**src/rtl/instr_encoder_tx.sv**
```systemverilog
`default_nettype none
`timescale 1ns/1ps
// ============================================================================
// Module   : instr_encoder_tx
// Purpose  : Transmit side of the McCoy instruction path. Accepts an opcode
//            and operand over a valid/ready handshake, packs them into an
//            8-bit word {opcode[2:0], operand[4:0]} and serializes it MSB
//            first onto a framed bit-serial link. Opcode 3'b111 is rejected.
// Ports    : clk, rst_n             - clock, async active-low reset
//            in_valid/in_ready      - input handshake
//            in_opcode/in_operand   - instruction fields (sampled at accept)
//            abort                  - cancel the frame in flight
//            ser_data/ser_frame     - serial bit and frame envelope
//            ser_strobe             - first clock of each bit
//            tx_done, err_illegal   - single-cycle status pulses
//            frame_count            - completed frames, wraps at 256
// Revision : 1.0 - initial release
// ============================================================================
module instr_encoder_tx #(
  parameter int BIT_CYCLES = 2,
  parameter int GAP_CYCLES = 1
) (
  input  logic       clk,
  input  logic       rst_n,
  input  logic       in_valid,
  output logic       in_ready,
  input  logic [2:0] in_opcode,
  input  logic [4:0] in_operand,
  input  logic       abort,
  output logic       ser_data,
  output logic       ser_frame,
  output logic       ser_strobe,
  output logic       tx_done,
  output logic       err_illegal,
  output logic [7:0] frame_count
);

  localparam logic [7:0] BIT_LAST = 8'(BIT_CYCLES - 1);
  localparam logic [7:0] GAP_LAST = 8'(GAP_CYCLES - 1);
  localparam bit         GAP_NONE = (GAP_CYCLES == 0);

  typedef enum logic [1:0] {
    S_IDLE  = 2'd0,
    S_SHIFT = 2'd1,
    S_GAP   = 2'd2
  } state_t;

  state_t     state_q;
  logic [2:0] bit_q;       // current bit index, 7 down to 0
  logic [7:0] cyc_q;       // clocks spent on the current bit
  logic [7:0] gap_q;       // clocks spent in GAP
  logic [7:0] shreg_q;     // remaining bits, next bit in [7]
  logic       ser_data_q;
  logic       ser_frame_q;
  logic       ser_strobe_q;
  logic       tx_done_q;
  logic       err_q;
  logic [7:0] count_q;

  logic [7:0] word_d;
  logic       illegal_d;

  // 'not' carries no operand, so the field is forced to zero.
  assign illegal_d = (in_opcode == 3'b111);
  assign word_d    = {in_opcode, (in_opcode == 3'b101) ? 5'b00000 : in_operand};

  assign in_ready    = (state_q == S_IDLE);
  assign ser_data    = ser_data_q;
  assign ser_frame   = ser_frame_q;
  assign ser_strobe  = ser_strobe_q;
  assign tx_done     = tx_done_q;
  assign err_illegal = err_q;
  assign frame_count = count_q;

  always_ff @(posedge clk or negedge rst_n) begin
    if (!rst_n) begin
      state_q      <= S_IDLE;
      bit_q        <= 3'd0;
      cyc_q        <= 8'd0;
      gap_q        <= 8'd0;
      shreg_q      <= 8'd0;
      ser_data_q   <= 1'b0;
      ser_frame_q  <= 1'b0;
      ser_strobe_q <= 1'b0;
      tx_done_q    <= 1'b0;
      err_q        <= 1'b0;
      count_q      <= 8'd0;
    end else begin
      // Pulse outputs default low every cycle.
      ser_strobe_q <= 1'b0;
      tx_done_q    <= 1'b0;
      err_q        <= 1'b0;

      case (state_q)
        S_IDLE: begin
          // abort blocks the accept entirely, including the error pulse.
          if (in_valid && !abort) begin
            if (illegal_d) begin
              err_q <= 1'b1;
            end else begin
              state_q      <= S_SHIFT;
              bit_q        <= 3'd7;
              cyc_q        <= 8'd0;
              ser_frame_q  <= 1'b1;
              ser_data_q   <= word_d[7];
              ser_strobe_q <= 1'b1;
              shreg_q      <= {word_d[6:0], 1'b0};
            end
          end
        end

        S_SHIFT: begin
          if (abort || ((cyc_q == BIT_LAST) && (bit_q == 3'd0))) begin
            // End of frame, normal or cancelled; only the normal end counts.
            state_q     <= GAP_NONE ? S_IDLE : S_GAP;
            gap_q       <= 8'd0;
            cyc_q       <= 8'd0;
            bit_q       <= 3'd0;
            shreg_q     <= 8'd0;
            ser_frame_q <= 1'b0;
            ser_data_q  <= 1'b0;
            if (!abort) begin
              tx_done_q <= 1'b1;
              count_q   <= count_q + 8'd1;
            end
          end else if (cyc_q == BIT_LAST) begin
            bit_q        <= bit_q - 3'd1;
            cyc_q        <= 8'd0;
            ser_data_q   <= shreg_q[7];
            ser_strobe_q <= 1'b1;
            shreg_q      <= {shreg_q[6:0], 1'b0};
          end else begin
            cyc_q <= cyc_q + 8'd1;
          end
        end

        S_GAP: begin
          if (gap_q == GAP_LAST) begin
            state_q <= S_IDLE;
            gap_q   <= 8'd0;
          end else begin
            gap_q <= gap_q + 8'd1;
          end
        end

        default: begin
          state_q     <= S_IDLE;
          ser_frame_q <= 1'b0;
          ser_data_q  <= 1'b0;
        end
      endcase
    end
  end

endmodule
`default_nettype wire

```
**config.mk**
```make
export PLATFORM = sky130hd
export DESIGN_NAME = instr_encoder_tx
export DESIGN_NICKNAME = d
export VERILOG_FILES = /design/src/rtl/instr_encoder_tx.sv
export SDC_FILE = /design/constraint.sdc
export NUM_CORES = 1
export LEC_CHECK = 0
export CORE_MARGIN = 8
export CORE_UTILIZATION = 45
export CTS_BUF_LIST = sky130_fd_sc_hd__clkbuf_4 sky130_fd_sc_hd__clkbuf_8
export DETAILED_ROUTE_END_ITERATION = 6
export GPL_TIMING_DRIVEN = 0
export PLACE_DENSITY_LB_ADDON = 0.12
export SYNTH_ARGS = -nofsm -noshare
export SYNTH_HDL_FRONTEND = slang
export SYNTH_SLANG_ARGS = --single-unit
export TNS_END_PERCENT = 1
```
**constraint.sdc**
```tcl
create_clock -name clk -period 2.4 [get_ports clk]
set_input_delay 0.48 -clock clk [delete_from_list [all_inputs] [get_ports clk]]
set_output_delay 0.48 -clock clk [all_outputs]
set_load 0.01 [all_outputs]
```
After elaboration in Yosys (flattened, before gate mapping)
Index checks and enable logic that the tools add are counted.
Operators by class
  $add $sub $neg: 4
  equal/unequal tests: 10
  muxes and demuxes: 44
  bitwise gates (word level): 2
  reduce and logical (&&, ||, !) cells: 16
Operator list (count)
  $mux 8: 10
  $pmux 8 s2: 3
  $add 8x1->8 const B: 3
  $mux 1: 17
  $reduce_and 4->1: 4
  $mux 3: 4
  $eq 8x1->1 const B: 1
  $logic_not 8->1: 1
  $mux 2: 4
  $eq 3x3->1 const B: 2
  $ne 2x2->1 const B: 3
  $pmux 1 s3: 2
  $pmux 2 s3: 1
  $pmux 3 s2: 1
  $reduce_and 3->1: 2
  $mux 5: 1
  $reduce_bool 2->1: 2
  $logic_not 3->1: 1
  $ne 3x3->1 const B: 1
  $sub 3x1->3 const B: 1
  $eq 2x1->1 const B: 1
  $eq 2x2->1 const B: 1
  $logic_and 1x1->1: 2
  $logic_not 2->1: 1
  other kinds (6): 7
Storage, ports and cells
  flip-flop bits (word level): 42
  input port bits: 12
  output and inout port bits: 14
  word-level logic and storage cells: 87

Logic depth before layout (Yosys ltp)
Gate-level depths: netlist of run 1.
  depth after elaboration: 5
  mapped depth: 7
  mapped depth without buffers: 6

Worst setup path before layout of run 1
Ideal clock, no wire load.
  path kind: reg2reg
  start point: register gap_q[0]
  end point: register gap_q[0]
  library setup time: 0.125 ns
  arrival time: 1.765 ns
  data required time: 2.275 ns
  slack: 0.511 ns
  stages on the path, launching flop included: 7
  buffers on the path: 0
  clock period less this slack: 1.889 ns
  cells stage by stage: dfrtp_1 -> inv_1 -> ha_1 -> or4b_4 -> o41ai_4 -> inv_1 -> mux2_2
Between the ends
  longest elaborated chain between the ends: 3
  elaborated cells between the ends (all ways): 4
  those cells by class: add/sub: 1; mux: 2; reduce/logical: 1
Ends and longest elaborated chain
  start, declared: RTL line 51  | logic [7:0] gap_q;
  start signal, assigned: RTL line 142  | gap_q <= gap_q + 8'd1;
  $add 8x1->8 / $logic_not 8->1 (equally long branches): RTL line 142, 138
  $mux 8 (*): RTL line 138  | if (gap_q == GAP_LAST) begin
  $pmux 8 s2 (*): RTL line 94  | case (state_q)
Every way passes the cells marked *; elsewhere a longest branch is shown, timed or not.
A chain may end at the register's enable or synchronous reset.

Final worst setup path of run 1
  start point: register state_q[1]
  end point: output port in_ready
Between the ends
  longest elaborated chain between the ends: 1
Ends and longest elaborated chain
  start, declared: RTL line 48  | state_t state_q;
  start signal, assigned: RTL line 115  | state_q <= GAP_NONE ? S_IDLE : S_GAP;
  $logic_not 2->1: RTL line 67  | assign in_ready = (state_q == S_IDLE);
  end, declared: RTL line 26  | output logic in_ready,
No other way between the ends.

==> results of run 1 <==
==> where the power goes <==
part | internal [mW] | switching, mW
Sequential | 0.821 | 0.0903
Clock | 0.311 | 0.258
Combinational | 0.311 | 0.321
Total | 1.44 | 0.670
==> how the worst max path moves through the flow <==
stage	end	slack (ns)	cells past startpoint
global route	in_ready	0.03	4
detailed placement	bit_q[0]$_DFFE_PN0P_	-0.01	6
finish	in_ready	0.14	4
CTS	in_ready	0.07	4
global placement	gap_q[1]$_DFFE_PN0P_	-0.19	1
floorplan	gap_q[0]$_DFFE_PN0P_	0.51	6
==> per-layer routing <==
layer | up-vias | GRT usage | part of all wire
met5 | - | 0 | 0
met2 | 21 | 0.225 | 0.50
met4 | 0 | 0.0525 | 0.012
met3 | 5 | 0.0367 | 0.036
met1 | 822 | 0.175 | 0.45
li1 | 798 | - | -
==> worst max-delay path: cells and delay by family (launching register included) <==
family        cells  cell delay, ns
buf+inv           3            0.92
flops             1            0.38
simple gates      1            0.18
==> through the flow <==
stage,TNS [ns],std cells
after floorplan,0,196
after detailed placement,-0.0104,276
after CTS,0,284
after global routing,0,284
after global placement,-7.54,275
final,0,284
==> cell usage in the layout, fill, tap and decap left out, types with 6 or more instances in the layout <==
cell type        synthesis  final
mux2_2                   8      8
clkdlybuf4s50_1          0     24
a32o_1                   7      7
o21ai_0                  9      9
a21oi_1                  9      9
ha_1                     7      7
nand3_1                  6      6
dfrtp_1                 41     41
or3_1                    6      6
nand2_1                 16     16
nand4_1                  6      6
inv_1                   10     10
==> sequential cells by signal, summed over array words and instances (netlist names) <==
register     count
bit_q            3
cyc_q            8
err_illegal      1
frame_count      8
gap_q            8
ser_data         1
ser_frame        1
ser_strobe       1
shreg_q          7
state_q          2
tx_done          1
==> cells by family (layout without fill, tap and decap cells) <==
| group | after synthesis | after routing | synth area share |
|---|---|---|---|
| buffers and inverters | 16 | 50 | 0.0388 |
| multiplexers | 9 | 9 | 0.0464 |
| adder cells (fa/ha/maj) | 7 | 7 | 0.0406 |
| flip-flops | 41 | 41 | 0.475 |
| AO/OA/AOI/OAI | 49 | 49 | 0.177 |
| XOR/XNOR | 9 | 9 | 0.0365 |
| AND/OR/NAND/NOR | 65 | 65 | 0.186 |
==> cell type report <==
class                           instances  share of cell area
Tap cell                               54              0.0259
Sequential cell                        41               0.393
Buffer                                  6              0.0177
Inverter                               10              0.0144
Timing Repair Buffer                   26               0.102
Multi-Input combinational cell        139               0.403
Clock inverter                          3              0.0177
Clock buffer                            5              0.0264
==> impl_metrics.yaml, run 1 <==
drt:
  drcViolationCount: 0
  detail-route-antenna-nets: 0
  dr.pass1.iters: 4
  drt_iter0_drc: 76
  wirelength_um: 4720
  vias_per_cell: 5.80
  vias: 1646
  wl_per_cell_um: 16.6
global_routing:
  grt.total_usage: 0.140
  grt_pass1_wl_um: 8160
  grt.overflow.total: 0
  grt_pass1_vias: 1698
  grt_max_degree: 27
  antenna_found_initial: 0
yosys:
  async_flop_share: 1.00
  synth.largest_area_cell: "dfrtp_1"
  ys_ff_latch: 41
  yosysWarnings: 0
  synth_edf_count: 0
  synth_top_area_share: 0.475
  yosysMostFrequentCell: "dfrtp_1"
  synth_area_sq_um: 2160
  syn_area_per_cell_sq_um: 11.0
  synth.area.top_cells: "dfrtp_1 48%, mux2_2 4.2%, ha_1 4.1%"
  synth_seq_area_share: 0.475
  ys.flop_type: "dfrtp_1"
  yosysUniqueCellTypes: 43
  synth_commonest_cells: "41 x dfrtp_1, 16 x nand2_1, 10 x inv_1"
  postSynthCellCount: 196
  syn_nets: 215
die:
  die_h_um: 85.3
  coreArea_sq_um: 4660
  ioPinCount: 26
  initial_utilization: 0.463
  rows: 25
  die_area_sq_um: 7270
  die_x_um: 85.3
finish:
  fin_nets: 248
  fillers: 396
  stdcell_area_sq_um: 2610
  syn2layout_area_growth_pct: 20.9
  ff_latch_area_sq_um: 1030
  multi_input_area_sq_um: 1050
  antenna_cells: 0
  drive_gt1_frac: 0.148
  final_util: 0.560
worst_setup_path:
  end_kind: "output port"
  path_cells: "buf_6, clkbuf_1, nor2_2, clkdlybuf4s50_1"
  reg2reg_depth: 6
  r2r_start: "cyc_q[1]$_DFFE_PN0P_"
  r2r_end: "shreg_q[3]$_DFFE_PN0P_"
  max_stage_delay_ns: 0.56
  startpoint: "state_q[1]$_DFFE_PN0P_"
  cp_max_fo: 10
  cp_data_required_time_ns: 1.92
  worstPathArrival_ns: 1.78
  crit_type: "flop to output port"
  start_kind: "flop"
  reg2reg_setup_slack_ns: 0.30
  crit_slowest_cell: "clkdlybuf4s50_1"
cts:
  cts_buffers: 5
  clockBufferDepth: 2
  clock-root-buffer: "clkbuf_8"
  path_clk_slew_ns: 0.08
  htreeDepth: 2
  clock_latency_ns: 0.30
  cts_resized: 0
  post_cts_buffers: 0
  cts_hold_buf: 0
  clock-sinks: 41
  cts_tree: "done"
sta:
  maxSlewHeadroom: 0.572
  min_period_ns: 2.26
  hold_viol_final: 0
  period_share: 0.943
  rsz0062_at_grt: "no"
  holdWs_ns: 0.105
  setup_violations: 0
  setup_ws_ns: 0.136
  finClkSkew_ns: 0.00602
  final_max_slew_viol_count: 0
  clock.fmax_mhz: 442
  worst_slew_pin_slew_ns: 0.641
placed_design:
  port_buffers: 25
  placed_cell_area_sq_um: 2490
  dpl_worst_slack_ns: -0.0104
  gp_congestion: 0.807
  dp_hpwl_um: 3500
job:
  cap_violations: 0
pwr:
  cellPowerDensity_nw_per_um2: 810
  power_leakage_nw: 1.17
  peakVddDrop_uv: 433
  total_power_mw: 2.11
min_path:
  min_path_type: "input pin to async pin"
run_status:
  status: "complete, no violations"
No activity file was read; power rests on OpenSTA's default activity.
==> run 2, diff against run 1 <==
- CORE_ASPECT_RATIO: unset -> 0.5
- CORE_MARGIN: 8 -> unset
==> run 2 against run 1 <==
Effect of this change:
- clock power shrank 15%
- clock skew is essentially flat
- power shrank 4.9%
- die area shrank 30%
- sequential power shrank 0.4%
- global-route usage grew 3.9 points
- largest power group unchanged
- highest routed layer unchanged
==> impl_metrics.yaml, run 2 (synthesis gave the netlist of run 1 again) <==
run_status:
  status: "complete, no violations"
global_routing:
  grt_pass1_vias: 1502
  grt.total_usage: 0.179
  grt_max_degree: 31
  grt_pass1_wl_um: 7100
  grt.overflow.total: 0
  antenna_found_initial: 0
worst_setup_path:
  cp_data_required_time_ns: 1.92
  end_kind: "output port"
  reg2reg_depth: 6
  worstPathArrival_ns: 1.79
  max_stage_delay_ns: 0.56
  reg2reg_setup_slack_ns: 0.30
  r2r_start: "gap_q[0]$_DFFE_PN0P_"
  cp_max_fo: 10
  start_kind: "flop"
  path_cells: "buf_6, clkbuf_1, nor2_1, clkdlybuf4s50_1"
  crit_type: "flop to output port"
  r2r_end: "gap_q[0]$_DFFE_PN0P_"
  crit_slowest_cell: "clkdlybuf4s50_1"
die:
  ioPinCount: 26
  coreArea_sq_um: 4510
  initial_utilization: 0.479
  rows: 17
  die_x_um: 100
  die_area_sq_um: 5100
  die_h_um: 51.0
cts:
  post_cts_buffers: 0
  clock_latency_ns: 0.29
  cts_resized: 0
  clock-sinks: 41
  cts_hold_buf: 0
  htreeDepth: 2
  path_clk_slew_ns: 0.08
  clock-root-buffer: "clkbuf_8"
  cts_buffers: 5
  clockBufferDepth: 2
  cts_tree: "done"
finish:
  drive_gt1_frac: 0.143
  final_util: 0.577
  fillers: 404
  layout.cells.non_filler: 296
  layout_common_cells: "41 x dfrtp_1, 24 x clkdlybuf4s50_1, 16 x nand2_1"
  layout_commonest_cell: "dfrtp_1"
  syn2layout_area_growth_pct: 20.6
  fin_nets: 248
  antenna_cells: 0
drt:
  wl_per_cell_um: 14.1
  drt_iter0_drc: 45
  dr.pass1.iters: 4
  drcViolationCount: 0
  vias_per_cell: 5.57
  wirelength_um: 4160
  vias: 1648
  detail-route-antenna-nets: 0
sta:
  worst_slew_pin_slew_ns: 0.680
  min_period_ns: 2.27
  maxSlewHeadroom: 0.547
  finClkSkew_ns: 0.00583
  setup_ws_ns: 0.128
  setup_violations: 0
  rsz0062_at_grt: "no"
  period_share: 0.947
  clock.fmax_mhz: 440
  final_max_slew_viol_count: 0
  hold_viol_final: 0
  final.setup.tns_ns: 0
pwr:
  swShare: 0.322
  power_leakage_nw: 1.17
  p_comb_frac: 0.309
  seqPwrFrac: 0.451
  peakVddDrop_uv: 366
  switchingPower_uw: 648
  total_power_mw: 2.01
  cellPowerDensity_nw_per_um2: 772
  clkPwrFrac: 0.240
  intPower_mw: 1.36
placed_design:
  port_buffers: 25
  gp_congestion: 0.764
  dpl_worst_slack_ns: 0.0150
  numPlacedInstances: 288
  dp_hpwl_um: 3050
min_path:
  min_path_type: "input pin to async pin"
job:
  cap_violations: 0
-- run 2: layout make-up --
| cell class | instances | area, sq um | area share |
|---|---|---|---|
| Buffer | 6 | 46.3 | 0.0178 |
| Clock buffer | 6 | 82.6 | 0.0317 |
| Clock inverter | 2 | 13.8 | 0.00529 |
| Inverter | 10 | 37.5 | 0.0144 |
| Multi-Input combinational cell | 139 | 1050 | 0.403 |
| Sequential cell | 41 | 1030 | 0.394 |
| Tap cell | 66 | 82.6 | 0.0317 |
| Timing Repair Buffer | 26 | 265 | 0.102 |
-- run 2: worst max-delay path: cells and delay by family (launching register included) --
family	cells	cell delay, ns
buffers and inverters	3	0.91
DFF	1	0.38
and+or+nand+nor	1	0.20
-- run 2: worst max path at each step --
stage / startpoint / to / slack (ns) / cells after the start
2_1_floorplan: gap_q[0]$_DFFE_PN0P_ / gap_q[0]$_DFFE_PN0P_ / 0.51 / 6
3_3_place_gp: rst_n / shreg_q[3]$_DFFE_PN0P_ / -0.20 / 1
3_5_place_dp: abort / bit_q[1]$_DFFE_PN0P_ / 0.02 / 6
4_1_cts: state_q[1]$_DFFE_PN0P_ / in_ready / 0.11 / 4
5_1_grt: state_q[1]$_DFFE_PN0P_ / in_ready / 0.04 / 4
6_report: state_q[1]$_DFFE_PN0P_ / in_ready / 0.13 / 4
-- run 2: per-stage QoR --
step / hold WS, ns / instance area [sq um]
after floorplan: 0.184 / 2160
after global placement: 0.462 / 2490
after detailed placement: 0.379 / 2510
after CTS: 0.0573 / 2600
after global routing: 0.0649 / 2600
final: 0.0549 / 2600
-- run 2: power groups by stage --
| stage | clock network, mW | logic [mW] | registers (mW) |
|---|---|---|---|
| 6_report | 0.483 | 0.620 | 0.907 |
| 5_1_grt | 0.521 | 0.690 | 0.927 |
| 4_1_cts | 0.493 | 0.628 | 0.909 |
| 3_5_place_dp | 0 | 0.628 | 0.921 |
| 3_3_place_gp | 0 | 0.603 | 0.916 |
| 2_1_floorplan | 0 | 0.412 | 0.915 |
-- run 2: layer usage --
layer	GRT usage	routed length, um	up-vias
met5	0	0	-
met4	0.0386	29	0
met3	0.0506	178	5
met2	0.274	1840	26
met1	0.253	2110	815
li1	-	-	802
